`src/rtl/alarm_clock_pkg.sv`:
```
// alarm_clock_pkg
// Shared types and helpers for the alarm clock blocks.
//   state_e      : key controller FSM states
//   TIMEOUT_S_DEF: default inactivity timeout in one_second ticks
//   BCD_W        : width of one BCD digit
//   hhmm_valid() : true when a {H1,H0,M1,M0} BCD value is a legal 24h time
//                  (also used by the time counter)
package alarm_clock_pkg;

    typedef enum logic [1:0] {
        SHOW_TIME  = 2'd0,
        KEY_ENTRY  = 2'd1,
        SHOW_ALARM = 2'd2
    } state_e;

    localparam int TIMEOUT_S_DEF = 10;
    localparam int BCD_W         = 4;

    function automatic logic hhmm_valid(input logic [4*BCD_W-1:0] t);
        logic [BCD_W-1:0] h1, h0, m1, m0;
        logic digits_ok, hours_ok, mins_ok;
        h1 = t[15:12];
        h0 = t[11:8];
        m1 = t[7:4];
        m0 = t[3:0];
        digits_ok = (h1 <= 4'd9) && (h0 <= 4'd9) && (m1 <= 4'd9) && (m0 <= 4'd9);
        // 00..19 any units digit, 20..23 only units 0..3
        hours_ok  = (h1 < 4'd2) || ((h1 == 4'd2) && (h0 <= 4'd3));
        mins_ok   = (m1 <= 4'd5);
        return digits_ok && hours_ok && mins_ok;
    endfunction

endpackage

```
`src/rtl/alarm_key_shift_reg.sv`:
```
// alarm_key_shift_reg
// Four-digit BCD shift buffer holding the value being keyed in.
//   clock_i  : system clock
//   reset_i  : synchronous active-high reset, clears the buffer
//   clear_i  : synchronous clear
//   shift_i  : shift digit_i into the low digit, oldest digit drops off
//   digit_i  : BCD digit to shift in
//   value_o  : buffer contents {H1,H0,M1,M0}
// When clear_i and shift_i are both high the result is {0,0,0,digit_i}, so a
// digit arriving the cycle after a load starts a fresh entry.
module alarm_key_shift_reg
    import alarm_clock_pkg::*;
(
    input  logic                 clock_i,
    input  logic                 reset_i,
    input  logic                 clear_i,
    input  logic                 shift_i,
    input  logic [BCD_W-1:0]     digit_i,
    output logic [4*BCD_W-1:0]   value_o
);

    logic [4*BCD_W-1:0] value_q, value_d, base;

    always_comb begin
        base    = clear_i ? '0 : value_q;
        value_d = base;
        if (shift_i) begin
            value_d = {base[3*BCD_W-1:0], digit_i};
        end
    end

    always_ff @(posedge clock_i) begin
        if (reset_i) begin
            value_q <= '0;
        end else begin
            value_q <= value_d;
        end
    end

    assign value_o = value_q;

endmodule

```
`src/rtl/alarm_key_controller.sv`:
```
// alarm_key_controller
// Keypad entry controller: assembles BCD digits into HH:MM and issues
// one-cycle load strobes to the alarm register / time counter.
//   clock_i, reset_i   : clock, synchronous active-high reset
//   one_second_i       : one-cycle time base tick
//   key_i, key_valid_i : keypad code and its strobe (0..9 are digits)
//   alarm_button_i     : level, synchronized
//   time_button_i      : level, synchronized
//   new_time_o         : entered value {H1,H0,M1,M0}
//   load_alarm_o       : strobe, alarm register captures new_time_o
//   load_time_o        : strobe, time counter captures new_time_o
//   show_alarm_o       : display selects stored alarm time
//   show_new_time_o    : display selects new_time_o
//   entry_error_o      : strobe, load rejected by range check
// Optional feature: define ALARM_KEY_RANGE_CHECK_EN to reject out-of-range
// HH:MM values on load; otherwise values load unchecked and entry_error_o
// stays 0.
module alarm_key_controller
    import alarm_clock_pkg::*;
#(
    parameter int TIMEOUT_S = TIMEOUT_S_DEF
) (
    input  logic        clock_i,
    input  logic        reset_i,
    input  logic        one_second_i,
    input  logic [3:0]  key_i,
    input  logic        key_valid_i,
    input  logic        alarm_button_i,
    input  logic        time_button_i,
    output logic [15:0] new_time_o,
    output logic        load_alarm_o,
    output logic        load_time_o,
    output logic        show_alarm_o,
    output logic        show_new_time_o,
    output logic        entry_error_o
);

    localparam int CNT_W = $clog2(TIMEOUT_S + 1);
    localparam logic [CNT_W-1:0] CNT_LAST = CNT_W'(TIMEOUT_S - 1);

    state_e           state_q;
    logic [CNT_W-1:0] cnt_q;
    logic             load_alarm_q, load_time_q, entry_error_q;
    logic             show_alarm_q, show_new_time_q;

    logic             digit_ok, digit_accept, buf_clear, range_ok, any_button;

    assign digit_ok   = key_valid_i && (key_i <= 4'd9);
    assign any_button = alarm_button_i || time_button_i;

    // Buttons beat digits: in SHOW_TIME only alarm_button matters, in
    // KEY_ENTRY either button discards a same-cycle digit.
    always_comb begin
        digit_accept = 1'b0;
        case (state_q)
            SHOW_TIME: digit_accept = digit_ok && !alarm_button_i;
            KEY_ENTRY: digit_accept = digit_ok && !any_button;
            default:   digit_accept = 1'b0;
        endcase
    end

    // The buffer is held clear throughout SHOW_TIME; since the load edge
    // leaves the FSM in SHOW_TIME, the value survives the strobe cycle and
    // clears at the following edge.
    assign buf_clear = (state_q == SHOW_TIME);

`ifdef ALARM_KEY_RANGE_CHECK_EN
    assign range_ok = hhmm_valid(new_time_o);
`else
    assign range_ok = 1'b1;
`endif

    alarm_key_shift_reg u_shift (
        .clock_i (clock_i),
        .reset_i (reset_i),
        .clear_i (buf_clear),
        .shift_i (digit_accept),
        .digit_i (key_i),
        .value_o (new_time_o)
    );

    always_ff @(posedge clock_i) begin
        if (reset_i) begin
            state_q         <= SHOW_TIME;
            cnt_q           <= '0;
            load_alarm_q    <= 1'b0;
            load_time_q     <= 1'b0;
            entry_error_q   <= 1'b0;
            show_alarm_q    <= 1'b0;
            show_new_time_q <= 1'b0;
        end else begin
            load_alarm_q  <= 1'b0;
            load_time_q   <= 1'b0;
            entry_error_q <= 1'b0;
            case (state_q)
                SHOW_TIME: begin
                    cnt_q <= '0;
                    if (alarm_button_i) begin
                        state_q      <= SHOW_ALARM;
                        show_alarm_q <= 1'b1;
                    end else if (digit_accept) begin
                        state_q         <= KEY_ENTRY;
                        show_new_time_q <= 1'b1;
                    end
                end
                KEY_ENTRY: begin
                    if (any_button) begin
                        state_q         <= SHOW_TIME;
                        show_new_time_q <= 1'b0;
                        cnt_q           <= '0;
                        if (range_ok) begin
                            // time_button wins when both are pressed
                            load_time_q  <= time_button_i;
                            load_alarm_q <= !time_button_i;
                        end else begin
                            entry_error_q <= 1'b1;
                        end
                    end else if (digit_accept) begin
                        cnt_q <= '0;
                    end else if (one_second_i) begin
                        if (cnt_q == CNT_LAST) begin
                            state_q         <= SHOW_TIME;
                            show_new_time_q <= 1'b0;
                            cnt_q           <= '0;
                        end else begin
                            cnt_q <= cnt_q + 1'b1;
                        end
                    end
                end
                SHOW_ALARM: begin
                    if (!alarm_button_i) begin
                        state_q      <= SHOW_TIME;
                        show_alarm_q <= 1'b0;
                        cnt_q        <= '0;
                    end else if (one_second_i) begin
                        if (cnt_q == CNT_LAST) begin
                            state_q      <= SHOW_TIME;
                            show_alarm_q <= 1'b0;
                            cnt_q        <= '0;
                        end else begin
                            cnt_q <= cnt_q + 1'b1;
                        end
                    end
                end
                default: begin
                    state_q         <= SHOW_TIME;
                    cnt_q           <= '0;
                    show_alarm_q    <= 1'b0;
                    show_new_time_q <= 1'b0;
                end
            endcase
        end
    end

    assign load_alarm_o    = load_alarm_q;
    assign load_time_o     = load_time_q;
    assign entry_error_o   = entry_error_q;
    assign show_alarm_o    = show_alarm_q;
    assign show_new_time_o = show_new_time_q;

endmodule

```
`config.mk`:
```
export PLATFORM = sky130hd
export DESIGN_NAME = alarm_key_controller
export DESIGN_NICKNAME = d
export VERILOG_FILES = /design/src/rtl/alarm_clock_pkg.sv /design/src/rtl/alarm_key_shift_reg.sv /design/src/rtl/alarm_key_controller.sv
export SDC_FILE = /design/constraint.sdc
export NUM_CORES = 1
export LEC_CHECK = 0
export BUFFER_PORTS_ARGS = -buffer_cell sky130_fd_sc_hd__buf_4
export CAP_MARGIN = 0
export CORE_ASPECT_RATIO = 1.75
export CORE_UTILIZATION = 51
export DETAILED_ROUTE_END_ITERATION = 10
export PLACE_DENSITY = 0.77
export SYNTH_ARGS = -nofsm -noshare
export SYNTH_HDL_FRONTEND = slang
export SYNTH_SLANG_ARGS = --single-unit
```
`constraint.sdc`:
```
create_clock -name clock_i -period 2.3 [get_ports clock_i]
set_clock_uncertainty 0.1 [all_clocks]
set_input_delay 0.345 -clock clock_i [delete_from_list [all_inputs] [get_ports clock_i]]
set_output_delay 0.345 -clock clock_i [all_outputs]
set_load 0.01 [all_outputs]
```
* Yosys cells after proc, flatten, opt, wreduce, memory -nomap -nowiden *
Index checks and enable logic that the tools add are counted.

operators by class
  $add $sub $neg = 1
  magnitude comparators = 1
  equality and inequality tests = 12
  muxes and demuxes = 27
  bitwise logic cells = 3
  reduce and logical (&&, ||, !) cells = 13

operator list
  cell                                                                    count
  16-bit two-way mux                                                      2
  4-bit two-way mux                                                       5
  3-bit != test (second input constant)                                   6
  2-bit two-way mux                                                       7
  1-bit two-way mux                                                       8
  4-bit one-hot mux with 2 select lines                                   1
  2-bit != test (second input constant)                                   3
  1-bit one-hot mux with 3 select lines                                   2
  2-bit one-hot mux with 3 select lines                                   1
  6-bit AND reduction                                                     1
  4-bit by 1-bit adder with 4-bit output (second input constant)          1
  4-bit equality test (second input constant)                             1
  4-bit <= comparator (second input constant)                             1
  4-bit AND reduction                                                     1
  1-bit logical AND                                                       3
  1-bit zero test                                                         3
  1-bit NOT                                                               3
  3-bit OR reduction                                                      1
  2-bit by 1-bit equality test with 1-bit output (second input constant)  1
  2-bit equality test (second input constant)                             1
  2-bit zero test                                                         1
  1-bit one-hot mux with 2 select lines                                   1
  2-bit AND reduction                                                     1
  2-bit nonzero test                                                      1
  1-bit logical OR                                                        1

storage, ports and cells
  bits in registers = 26
  bits of input ports = 10
  output and inout bits = 21
  logic and storage cells = 65

* Longest topological paths before layout *
Gate-level depths: netlist of the first run.

  depth after elaboration = 7
  mapped depth = 7

* Modules after synthesis *
A second synthesis of the first run with hierarchy kept.

unflattened totals
  cells, all modules = 120
  area total of the unflattened synthesis = 1174.9 um^2

modules (own cells, without submodules)
  module                times used  cells an instance  area an instance (um^2)  seq. area each (um^2)
  alarm_key_controller  1           64                 589.3                    200.2
  alarm_key_shift_reg   1           56                 585.6                    320.3

* Least setup slack after synthesis of the first run *
OpenSTA, ideal clock, no wires.

  path kind = register to register
  start point = register state_q[0]
  end point = register u_shift.value_q[10] (netlist: u_shift.value_o[10])
  setup time = 128 ps
  arrival time = 1654 ps
  slack = 418 ps
  cell stages (with the launch flop) = 8
  path buffers = 2
  period minus slack after synthesis = 1882 ps
  cells stage by stage = dfxtp_1 inv_1 ha_1 buf_2 o2111ai_2 buf_4 mux2i_1 nor2_1

between the ends
  word-level cells in the longest chain between the ends = 3
  elaborated cells on any way between the ends = 5
  classes of those cells = 1 x eq/ne; 3 x mux; 1 x reduce/logical

ends and longest elaborated chain
  what                                                                                line                                                   RTL
  start, declared                                                                     alarm_key_controller.sv:41                             state_e state_q;
  start signal, assigned                                                              alarm_key_controller.sv:84                             state_q <= SHOW_TIME;
  start signal, assigned                                                              alarm_key_controller.sv:99                             state_q <= SHOW_ALARM;
  start signal, assigned                                                              alarm_key_controller.sv:102                            state_q <= KEY_ENTRY;
  2-bit zero test *                                                                   alarm_key_controller.sv:65                             assign buf_clear = (state_q == SHOW_TIME);
  via buf_clear                                                                       alarm_key_controller.sv:46                             logic digit_ok, digit_accept, buf_clear, range_ok, any_button;
  1-bit one-hot mux with 2 select lines / 16-bit two-way mux (equally long branches)  alarm_key_controller.sv:55, alarm_key_shift_reg.sv:25
  16-bit two-way mux *                                                                alarm_key_shift_reg.sv:27                              if (shift_i) begin
  end signal, assigned                                                                alarm_key_shift_reg.sv:36                              value_q <= value_d;
  end, declared                                                                       alarm_key_shift_reg.sv:22                              logic [4*BCD_W-1:0] value_q, value_d, base;

The timed path passes the listed nets; every way through them passes the cells marked *. The select of a mux whose other input is x is not followed.
A chain may end at the register's enable or synchronous reset.

* Final worst setup path of the first run *
  start point = register state_q[1]
  end point = register state_q[1]

between the ends
  word-level cells in the longest chain between the ends = 5
  elaborated cells on any way between the ends = 13
  classes of those cells = 4 x eq/ne; 7 x mux; 2 x reduce/logical

ends and longest elaborated chain
  what                                   line                        RTL
  2-bit two-way mux (4 in a row)         -
  2-bit one-hot mux with 3 select lines  alarm_key_controller.sv:95  case (state_q)

Parallel ways exist; a longest one is shown, timed or not. The select of a mux whose other input is x is not followed.

==> results.sh, run 1 <==
export IMPL_synth_top_area_frac=0.432
export IMPL_holdBufCountCts=0
export IMPL_portBuffers=29
export IMPL_grt_pass1_vias=948
export IMPL_grt_ovfl_total=0
export IMPL_grt_max_degree=17
export IMPL_gp_congestion=0.789
export IMPL_slowest_stage="or3b_4"
export IMPL_switching_share=0.231
export IMPL_ff2ff_path_depth=6
export IMPL_layout_min_cycle_time_ps=1860
export IMPL_route_antenna_remaining_nets=0
export IMPL_ys_ff_latch=26
export IMPL_p_leak_nw=0.687
export IMPL_synthCells=127
export IMPL_cts_made_buffers=3
export IMPL_ios=31
export IMPL_wl_um=2370
export IMPL_r2r_end="state_q[1]$_SDFFE_PP0P_"
export IMPL_fillers=183
export IMPL_p_switching_mw=0.185
export IMPL_fmax_mhz=537
export IMPL_antenna_found_initial=0
export IMPL_synth_nets=143
export IMPL_maxCapViolations=0
export IMPL_maxSlewViolCount=0
export IMPL_hold_path_class="input pin to flop"
export IMPL_grt_pass1_wl_um=3820
export IMPL_hp_start="time_button_i"
export IMPL_outcome="finished clean"
export IMPL_cts_root_buf="clkbuf_8"
export IMPL_cp_slowest_stage_delay_ps=420
export IMPL_ir_drop_mv=0.348
export IMPL_finalHoldViolations=0
export IMPL_yosysWarnings=0
export IMPL_yosysSeqAreaShare=0.432
export IMPL_cp_cell_sequence="inv_1, ha_1, or3b_4, a211oi_2, a21oi_1, a211oi_1"
export IMPL_synth_area_mm2=0.00121
export IMPL_final_nets=171
export IMPL_post_dp_hpwl_um=1880
export IMPL_drive_gt1_frac=0.242
export IMPL_cts_tree="done"
export IMPL_track_usage=0.207
export IMPL_p_clk_frac=0.301
export IMPL_path_class="flop to flop"
export IMPL_powerDensity_mw_per_mm2=548
export IMPL_numClockSinks=26
export IMPL_synth_avg_cell_area_um2=9.50
export IMPL_num_vias=989
export IMPL_p_int_mw=0.619
export IMPL_power_frac_seq=0.575
export IMPL_initial_utilization=0.531
export IMPL_ys_top_cells_by_area="dfxtp_1, mux2i_1, nor2_1"
export IMPL_end_kind="flop"
export IMPL_arrival_ps=1940
export IMPL_area_growth_syn_to_layout_pct=21.7
export IMPL_start_kind="flop"
export IMPL_holdPathStages=2
export IMPL_routed_via_density=5.56
export IMPL_insertion_delay_ps=260
export IMPL_die_w_um=38.8
export IMPL_setup_viol=0
export IMPL_layout_commonest_cell="buf_4"
export IMPL_antenna_cells=0
export IMPL_postCtsSetupRepairBufs=0
export IMPL_instances_no_fill=178
export IMPL_r2r_slack_ps=440
export IMPL_tns_ps=0
export IMPL_comb_power_share=0.124
export IMPL_drt_pass1_iter_count=4
export IMPL_synthDistinctLibCells=30
export IMPL_min_period_over_period=0.810
export IMPL_drt_first_iter_violations=27
export IMPL_cts_resized=0
export IMPL_die_area_mm2=0.00257
export IMPL_rsz0062_at_grt="false"
export IMPL_dp_cells=175
export IMPL_layout_common_cells="buf_4, dfxtp_1, nor2_1"
export IMPL_path_max_fanout=7
export IMPL_clk_pin_slew_worst_paths_ps=80
export IMPL_cp_required_ps=2370
export IMPL_holdPathEnd="load_alarm_o$_SDFF_PP0_"
export IMPL_rows=23
export IMPL_h_tree_depth=1
export IMPL_drc_errors=0
export IMPL_die_h_um=66.3
export IMPL_clock_path_buffers=2
export IMPL_synth_area_leader_cell="dfxtp_1"
export IMPL_reg2reg_from="state_q[1]$_SDFFE_PP0P_"
export IMPL_core_area_mm2=0.00227
export IMPL_wl_per_cell_um=13.3
-- power groups by stage --
stage	registers, mW	logic, mW	clock network, mW
2_1_floorplan	0.474	0.0656	0
3_3_place_gp	0.473	0.0983	0
3_5_place_dp	0.473	0.100	0
4_1_cts	0.462	0.101	0.252
5_1_grt	0.464	0.109	0.269
6_report	0.462	0.100	0.242
-- critical path: cells and delay by family, from the launching register on --
family | cells | cell delay [ps]
and+or+nand+nor | 1 | 420
AOI/OAI and AO/OA | 3 | 550
adders and majority gates | 1 | 270
DFF | 1 | 350
buffers and inverters | 1 | 80
-- cells by family after synthesis --
logic type / synth area share
compound gates: 0.104
xor+xnor: 0.0218
fa+ha+maj: 0.0622
buf+inv: 0.0425
flops: 0.432
mux: 0.133
other cells: 0.00311
simple gates: 0.202
-- metal layers --
layer,global-route usage,vias to the layer above,wire [µm]
li1,-,487,-
met5,0,-,0
met4,0.0905,0,24
met2,0.398,26,1370
met3,0.0202,2,69
met1,0.203,474,906
-- state kept, by name (all words and copies together) (netlist names) --
name	flops
load_time_o	1
load_alarm_o	1
show_new_time_o	1
state_q	2
show_alarm_o	1
cnt_q	4
u_shift.value_o	16
-- metrics by stage --
step	setup slack (ps)	instance area, µm²	utilization	hold slack (ps)	power [mW]
2_1_floorplan	418	1210	-	321	0.540
3_3_place_gp	530	1430	0.627	380	0.571
3_5_place_dp	467	1430	0.627	401	0.573
4_1_cts	434	1470	0.646	168	0.815
5_1_grt	224	1470	0.646	163	0.842
6_report	437	1470	0.646	176	0.804
-- how the worst max path moves through the flow --
stage | from | end | cells past startpoint
floorplan | state_q[0]$_SDFFE_PP0P_ | u_shift.value_o[10]$_SDFF_PP0_ | 7
global placement | state_q[1]$_SDFFE_PP0P_ | state_q[1]$_SDFFE_PP0P_ | 6
detailed placement | state_q[1]$_SDFFE_PP0P_ | cnt_q[1]$_SDFF_PP0_ | 6
CTS | state_q[1]$_SDFFE_PP0P_ | state_q[1]$_SDFFE_PP0P_ | 6
global route | state_q[1]$_SDFFE_PP0P_ | cnt_q[1]$_SDFF_PP0_ | 6
finish | state_q[1]$_SDFFE_PP0P_ | state_q[1]$_SDFFE_PP0P_ | 6
-- Yosys cell counts (all sizes together) --
cell	n
nand2	3
or3b	1
and3	1
buf	4
o2111ai	1
mux2i	16
or2	1
nor2b	5
and4b	3
dfxtp	26
inv	4
a21oi	7
nor4bb	1
nand4b	2
clkbuf	3
nand4	1
a31oi	1
a211oi	6
a311oi	1
nor2	25
nor3b	2
xnor2	1
ha	6
conb	1
nand3	1
xor2	2
o21ai	2
-- layout make-up --
type | count | area, µm² | area share
Timing Repair Buffer | 30 | 225 | 0.153
Clock buffer | 3 | 41.3 | 0.0281
Sequential cell | 26 | 520 | 0.355
Inverter | 4 | 15.0 | 0.0102
Multi-Input combinational cell | 90 | 634 | 0.432
Tap cell | 25 | 31.3 | 0.0213
Note: power is estimated with default switching activity, not from simulation.
==> inputs of run 2 (changes only) <==
- ABC_AREA: not set -> 1
- CORE_UTILIZATION: 51 -> 52
- clock period: 2.3 -> 1.8 ns (I/O delays scaled with it)
==> results.sh, run 2 <==
export IMPL_synth_area_leader_cell="dfxtp_1"
export IMPL_comb_power_share=0.208
export IMPL_p_leak_nw=0.633
export IMPL_synthDistinctLibCells=30
export IMPL_route_antenna_remaining_nets=0
export IMPL_fmax_mhz=596
export IMPL_holdBufCountCts=0
export IMPL_powerDensity_mw_per_mm2=724
export IMPL_synthCells=163
export IMPL_die_h_um=69.4
export IMPL_slowest_stage="dfxtp_2"
export IMPL_synthFlopType="dfxtp_1"
export IMPL_path_max_fanout=12
export IMPL_post_dp_hpwl_um=2150
export IMPL_ir_drop_mv=0.475
export IMPL_num_vias=1180
export IMPL_start_kind="flop"
export IMPL_p_switching_mw=0.344
export IMPL_maxCapViolations=0
export IMPL_p_int_mw=0.827
export IMPL_wl_per_cell_um=13.0
export IMPL_yosysWarnings=0
export IMPL_finalHoldViolations=0
export IMPL_synth_nets=179
export IMPL_end_kind="flop"
export IMPL_grt_max_degree=30
export IMPL_cts_made_buffers=3
export IMPL_tns_ps=0
export IMPL_post_place_ws_ps=50.1
export IMPL_outcome="finished clean"
export IMPL_synth_edff_count=0
export IMPL_hold_path_class="input pin to flop"
export IMPL_numClockSinks=26
export IMPL_die_area_mm2=0.00281
export IMPL_switching_share=0.294
export IMPL_insertion_delay_ps=270
export IMPL_cp_cell_sequence="inv_1, ha_2, nand2_2, inv_2, nor2_4, o211ai_4, buf_4, nand3_1, a21oi_2"
export IMPL_ys_top_cells_by_area="dfxtp_1, nand3_1, a21oi_2"
export IMPL_clock_path_buffers=2
export IMPL_h_tree_depth=1
export IMPL_timing_final_ws_setup_ps=124
export IMPL_postPlaceCellArea_mm2=0.00156
export IMPL_timing_hold_ws_ps=145
export IMPL_drc_errors=0
export IMPL_clk_pin_slew_worst_paths_ps=90
export IMPL_cp_required_ps=1910
export IMPL_portBuffers=29
export IMPL_grt_pass1_wl_um=4470
export IMPL_drt_pass1_iter_count=4
export IMPL_antenna_cells=0
export IMPL_gp_congestion=0.836
export IMPL_die_w_um=40.5
export IMPL_grt_pass1_vias=1138
export IMPL_yosysSeqAreaShare=0.386
export IMPL_ios=31
export IMPL_drive_gt1_frac=0.389
export IMPL_cts_root_buf="clkbuf_8"
export IMPL_arrival_ps=1780
export IMPL_synth_avg_cell_area_um2=8.28
export IMPL_synth_area_mm2=0.00135
export IMPL_grt_ovfl_total=0
export IMPL_wl_um=2800
export IMPL_layout_common_cells="buf_4, nand3_1, dfxtp_1"
export IMPL_cts_tree="done"
export IMPL_initial_utilization=0.548
export IMPL_drt_first_iter_violations=24
export IMPL_synth_top_area_frac=0.386
export IMPL_routed_via_density=5.46
export IMPL_synth_common_cells="nand3_1, dfxtp_1, nor2_1"
export IMPL_synth_most_common_cell="nand3_1"
export IMPL_layout_commonest_cell="buf_4"
export IMPL_ys_async_sr_fraction=0
export IMPL_final_nets=208
export IMPL_cpLargestDelayFamily="buffers and inverters"
export IMPL_power_frac_seq=0.514
export IMPL_dp_cells=212
export IMPL_area_growth_syn_to_layout_pct=19.8
export IMPL_layout_min_cycle_time_ps=1680
export IMPL_rows=24
export IMPL_p_clk_frac=0.278
export IMPL_largest_reg_flops=16
export IMPL_ys_ff_latch=26
export IMPL_core_area_mm2=0.00246
export IMPL_cp_slowest_stage_delay_ps=340
export IMPL_instances_no_fill=216
export IMPL_maxSlewViolCount=0
export IMPL_min_period_over_period=0.931
export IMPL_critPathBufInv=3
export IMPL_rsz0062_at_grt="false"
export IMPL_final_area_mm2=0.00162
export IMPL_antenna_found_initial=0
export IMPL_setup_viol=0
export IMPL_path_class="flop to flop"
export IMPL_track_usage=0.221
[run 2: through the flow]
step                      utilization  power (mW)
after floorplan                     -       0.790
after global placement          0.632       0.843
after detailed placement        0.632       0.851
after CTS                       0.648        1.17
after global routing            0.657        1.23
final                           0.657        1.17
[run 2: final timing paths]
path | slack (ps) | depth (start not counted) | endpoint | start
max | 120 | 9 | u_shift.value_o[7]$_SDFF_PP0_ | state_q[1]$_SDFFE_PP0P_
min | 140 | 3 | u_shift.value_o[0]$_SDFF_PP0_ | key_i[0]
max reg2reg | 120 | 9 | u_shift.value_o[7]$_SDFF_PP0_ | state_q[1]$_SDFFE_PP0P_
min reg2reg | 350 | 2 | show_new_time_o$_SDFFE_PP0P_ | show_new_time_o$_SDFFE_PP0P_
[run 2: layout make-up]
class                           instances  area (µm²)
Clock buffer                            3        41.3
Multi-Input combinational cell        114         721
Tap cell                               26        32.5
Sequential cell                        26         522
Inverter                               15        61.3
Timing Repair Buffer                   32         240
Fill cell                             230         845
[run 2: logic make-up (layout without fill, tap and decap cells)]
| kind of cell | count (synthesis) | in the layout | synth area share |
|---|---|---|---|
| xor gates and xnor gates | 2 | 2 | 0.0130 |
| adders and majority gates | 6 | 6 | 0.0556 |
| and+or+nand+nor | 78 | 78 | 0.310 |
| AOI/OAI and AO/OA | 27 | 27 | 0.145 |
| DFF | 26 | 26 | 0.386 |
| buffers and inverters | 23 | 50 | 0.0880 |
| other | 1 | 1 | 0.00278 |
[run 2: per-layer routing]
layer	global-route usage	up-vias	wire [µm]
met5	0	-	0
met4	0.130	0	67
met3	0.0224	7	88
met2	0.393	33	1610
met1	0.216	551	1030
li1	-	589	-
[run 2: worst register-to-register path, stage by stage, from the launching register on]
cell and delay [ps]:
dfxtp_2 340, inv_1 120, ha_2 270, nand2_2 80, inv_2 70, nor2_4 50
o211ai_4 100, buf_4 230, nand3_1 110, a21oi_2 150
[run 2: power by group through the flow]
stage                     sequential, mW  combinational (mW)  clock (mW)
after floorplan                    0.619               0.170           0
after detailed placement           0.616               0.236           0
after global routing               0.606               0.267       0.353
after CTS                          0.602               0.237       0.333
final                              0.602               0.244       0.326
after global placement             0.614               0.229           0
[run 2: timing repair]
item	4_1_cts	5_1_grt
gates resized for setup	0	5
endpoints found under the hold margin	0	0
setup endpoints to repair	0	21
setup buffers	0	1
==> inputs of run 3 (changes only) <==
- CTS_BUF_LIST: not set -> sky130_fd_sc_hd__clkbuf_16
- CTS_CLUSTER_SIZE: not set -> 10
==> results.sh, run 3 (same netlist as run 2, synthesis figures left out) <==
export IMPL_outcome="finished clean"
export IMPL_comb_power_share=0.183
export IMPL_largest_reg_flops=16
export IMPL_end_kind="flop"
export IMPL_slowest_stage="dfxtp_1"
export IMPL_setup_viol=0
export IMPL_drt_first_iter_violations=35
export IMPL_path_max_fanout=12
export IMPL_layout_commonest_cell="buf_4"
export IMPL_timing_final_ws_setup_ps=87.6
export IMPL_r2r_slack_ps=90
export IMPL_die_area_mm2=0.00281
export IMPL_track_usage=0.228
export IMPL_finalHoldViolations=0
export IMPL_r2r_end="u_shift.value_o[7]$_SDFF_PP0_"
export IMPL_drt_pass1_iter_count=5
export IMPL_reg2reg_from="state_q[0]$_SDFFE_PP0P_"
export IMPL_hp_start="key_i[0]"
export IMPL_core_area_mm2=0.00246
export IMPL_numClockSinks=26
export IMPL_die_w_um=40.5
export IMPL_wl_per_cell_um=13.2
export IMPL_power_frac_seq=0.453
export IMPL_cts_tree="done"
export IMPL_clock_path_buffers=2
export IMPL_grt_ovfl_total=0
export IMPL_area_growth_syn_to_layout_pct=22.2
export IMPL_cts_root_buf="clkbuf_16"
export IMPL_arrival_ps=1810
export IMPL_route_antenna_remaining_nets=0
export IMPL_clk_pin_slew_worst_paths_ps=60
export IMPL_fmax_mhz=584
export IMPL_maxCapViolations=0
export IMPL_layout_min_cycle_time_ps=1710
export IMPL_p_switching_mw=0.361
export IMPL_antenna_cells=0
export IMPL_start_kind="flop"
export IMPL_num_vias=1205
export IMPL_drc_errors=0
export IMPL_rows=24
export IMPL_cp_required_ps=1900
export IMPL_ir_drop_mv=0.546
export IMPL_post_place_ws_ps=50.1
export IMPL_antenna_found_initial=0
export IMPL_grt_pass1_wl_um=4640
export IMPL_grt_max_degree=30
export IMPL_ios=31
export IMPL_rsz0062_at_grt="true"
export IMPL_switching_share=0.271
export IMPL_holdPathEnd="u_shift.value_o[0]$_SDFF_PP0_"
export IMPL_cts_made_buffers=3
export IMPL_maxSlewViolCount=0
export IMPL_timing_hold_ws_ps=164
export IMPL_p_clk_frac=0.364
export IMPL_p_leak_nw=0.649
export IMPL_post_dp_hpwl_um=2150
export IMPL_grt_pass1_vias=1182
export IMPL_die_h_um=69.4
export IMPL_holdPathStages=3
export IMPL_final_nets=208
export IMPL_drive_gt1_frac=0.384
export IMPL_ff2ff_path_depth=6
export IMPL_routed_via_density=5.58
export IMPL_powerDensity_mw_per_mm2=807
export IMPL_initial_utilization=0.548
export IMPL_gp_congestion=0.836
export IMPL_wl_um=2850
export IMPL_path_class="flop to flop"
export IMPL_fillers=227
export IMPL_h_tree_depth=1
export IMPL_cp_slowest_stage_delay_ps=380
export IMPL_cp_cell_sequence="inv_1, ha_1, o211ai_4, buf_4, nand3_1, a21oi_2"
export IMPL_p_int_mw=0.971
export IMPL_insertion_delay_ps=260
export IMPL_portBuffers=29
export IMPL_hold_path_class="input pin to flop"
export IMPL_min_period_over_period=0.951
export IMPL_layout_common_cells="buf_4, nand3_1, dfxtp_1"
-- run 3: cell type report --
class                   instances  area (µm²)  area share
repair buffers                 32         240       0.146
inverters                      15        61.3      0.0371
multi-input cells             114         721       0.437
clock buffers                   3        75.1      0.0455
flip-flops and latches         26         520       0.315
well taps                      26        32.5      0.0197
-- run 3: critical path: cells and delay by family (launching register included) --
kind,cells,cell delay [ps]
buffers and inverters,2,340
DFF,1,380
adders and majority gates,1,300
and+or+nand+nor,1,100
AOI/OAI and AO/OA,2,420
-- run 3: routing by layer --
| metal | GRT usage | vias up | wire (µm) |
|---|---|---|---|
| met2 | 0.407 | 34 | 1640 |
| met5 | 0 | - | 0 |
| met3 | 0.0417 | 9 | 104 |
| met4 | 0.126 | 0 | 78 |
| met1 | 0.215 | 569 | 1030 |
| li1 | - | 593 | - |
-- run 3: worst max-delay path by stage --
stage,from,to,slack (ps),depth (start not counted)
final,state_q[0]$_SDFFE_PP0P_,u_shift.value_o[7]$_SDFF_PP0_,90,6
after global placement,state_q[0]$_SDFFE_PP0P_,u_shift.value_o[10]$_SDFF_PP0_,110,6
after global routing,state_q[1]$_SDFFE_PP0P_,state_q[0]$_SDFFE_PP0P_,-40,10
after floorplan,state_q[1]$_SDFFE_PP0P_,u_shift.value_o[10]$_SDFF_PP0_,190,10
after detailed placement,state_q[1]$_SDFFE_PP0P_,state_q[1]$_SDFFE_PP0P_,50,10
after CTS,state_q[1]$_SDFFE_PP0P_,state_q[0]$_SDFFE_PP0P_,20,10
-- run 3: power by group through the flow --
| stage | logic, mW | clock network, mW | registers [mW] |
|---|---|---|---|
| 4_1_cts | 0.239 | 0.491 | 0.603 |
| 3_5_place_dp | 0.236 | 0 | 0.616 |
| 5_1_grt | 0.268 | 0.510 | 0.606 |
| 6_report | 0.244 | 0.485 | 0.603 |
| 3_3_place_gp | 0.229 | 0 | 0.614 |
| 2_1_floorplan | 0.170 | 0 | 0.619 |
-- run 3: repair_timing --
item / CTS / global route
buffers inserted: 0 / 1
resized for setup: 0 / 4
hold endpoints to repair: 0 / 0
hold buffers: 0 / 0
setup endpoints to repair: 0 / 22
-- run 3: stage by stage --
stage | cell area (µm²) | setup TNS, ps | total power, mW | instances | util
floorplan | 1350 | 0 | 0.790 | 163 | -
global placement | 1560 | 0 | 0.843 | 212 | 0.632
detailed placement | 1560 | 0 | 0.851 | 212 | 0.632
CTS | 1630 | 0 | 1.33 | 215 | 0.662
global route | 1650 | -76.5 | 1.38 | 216 | 0.670
finish | 1650 | 0 | 1.33 | 216 | 0.670
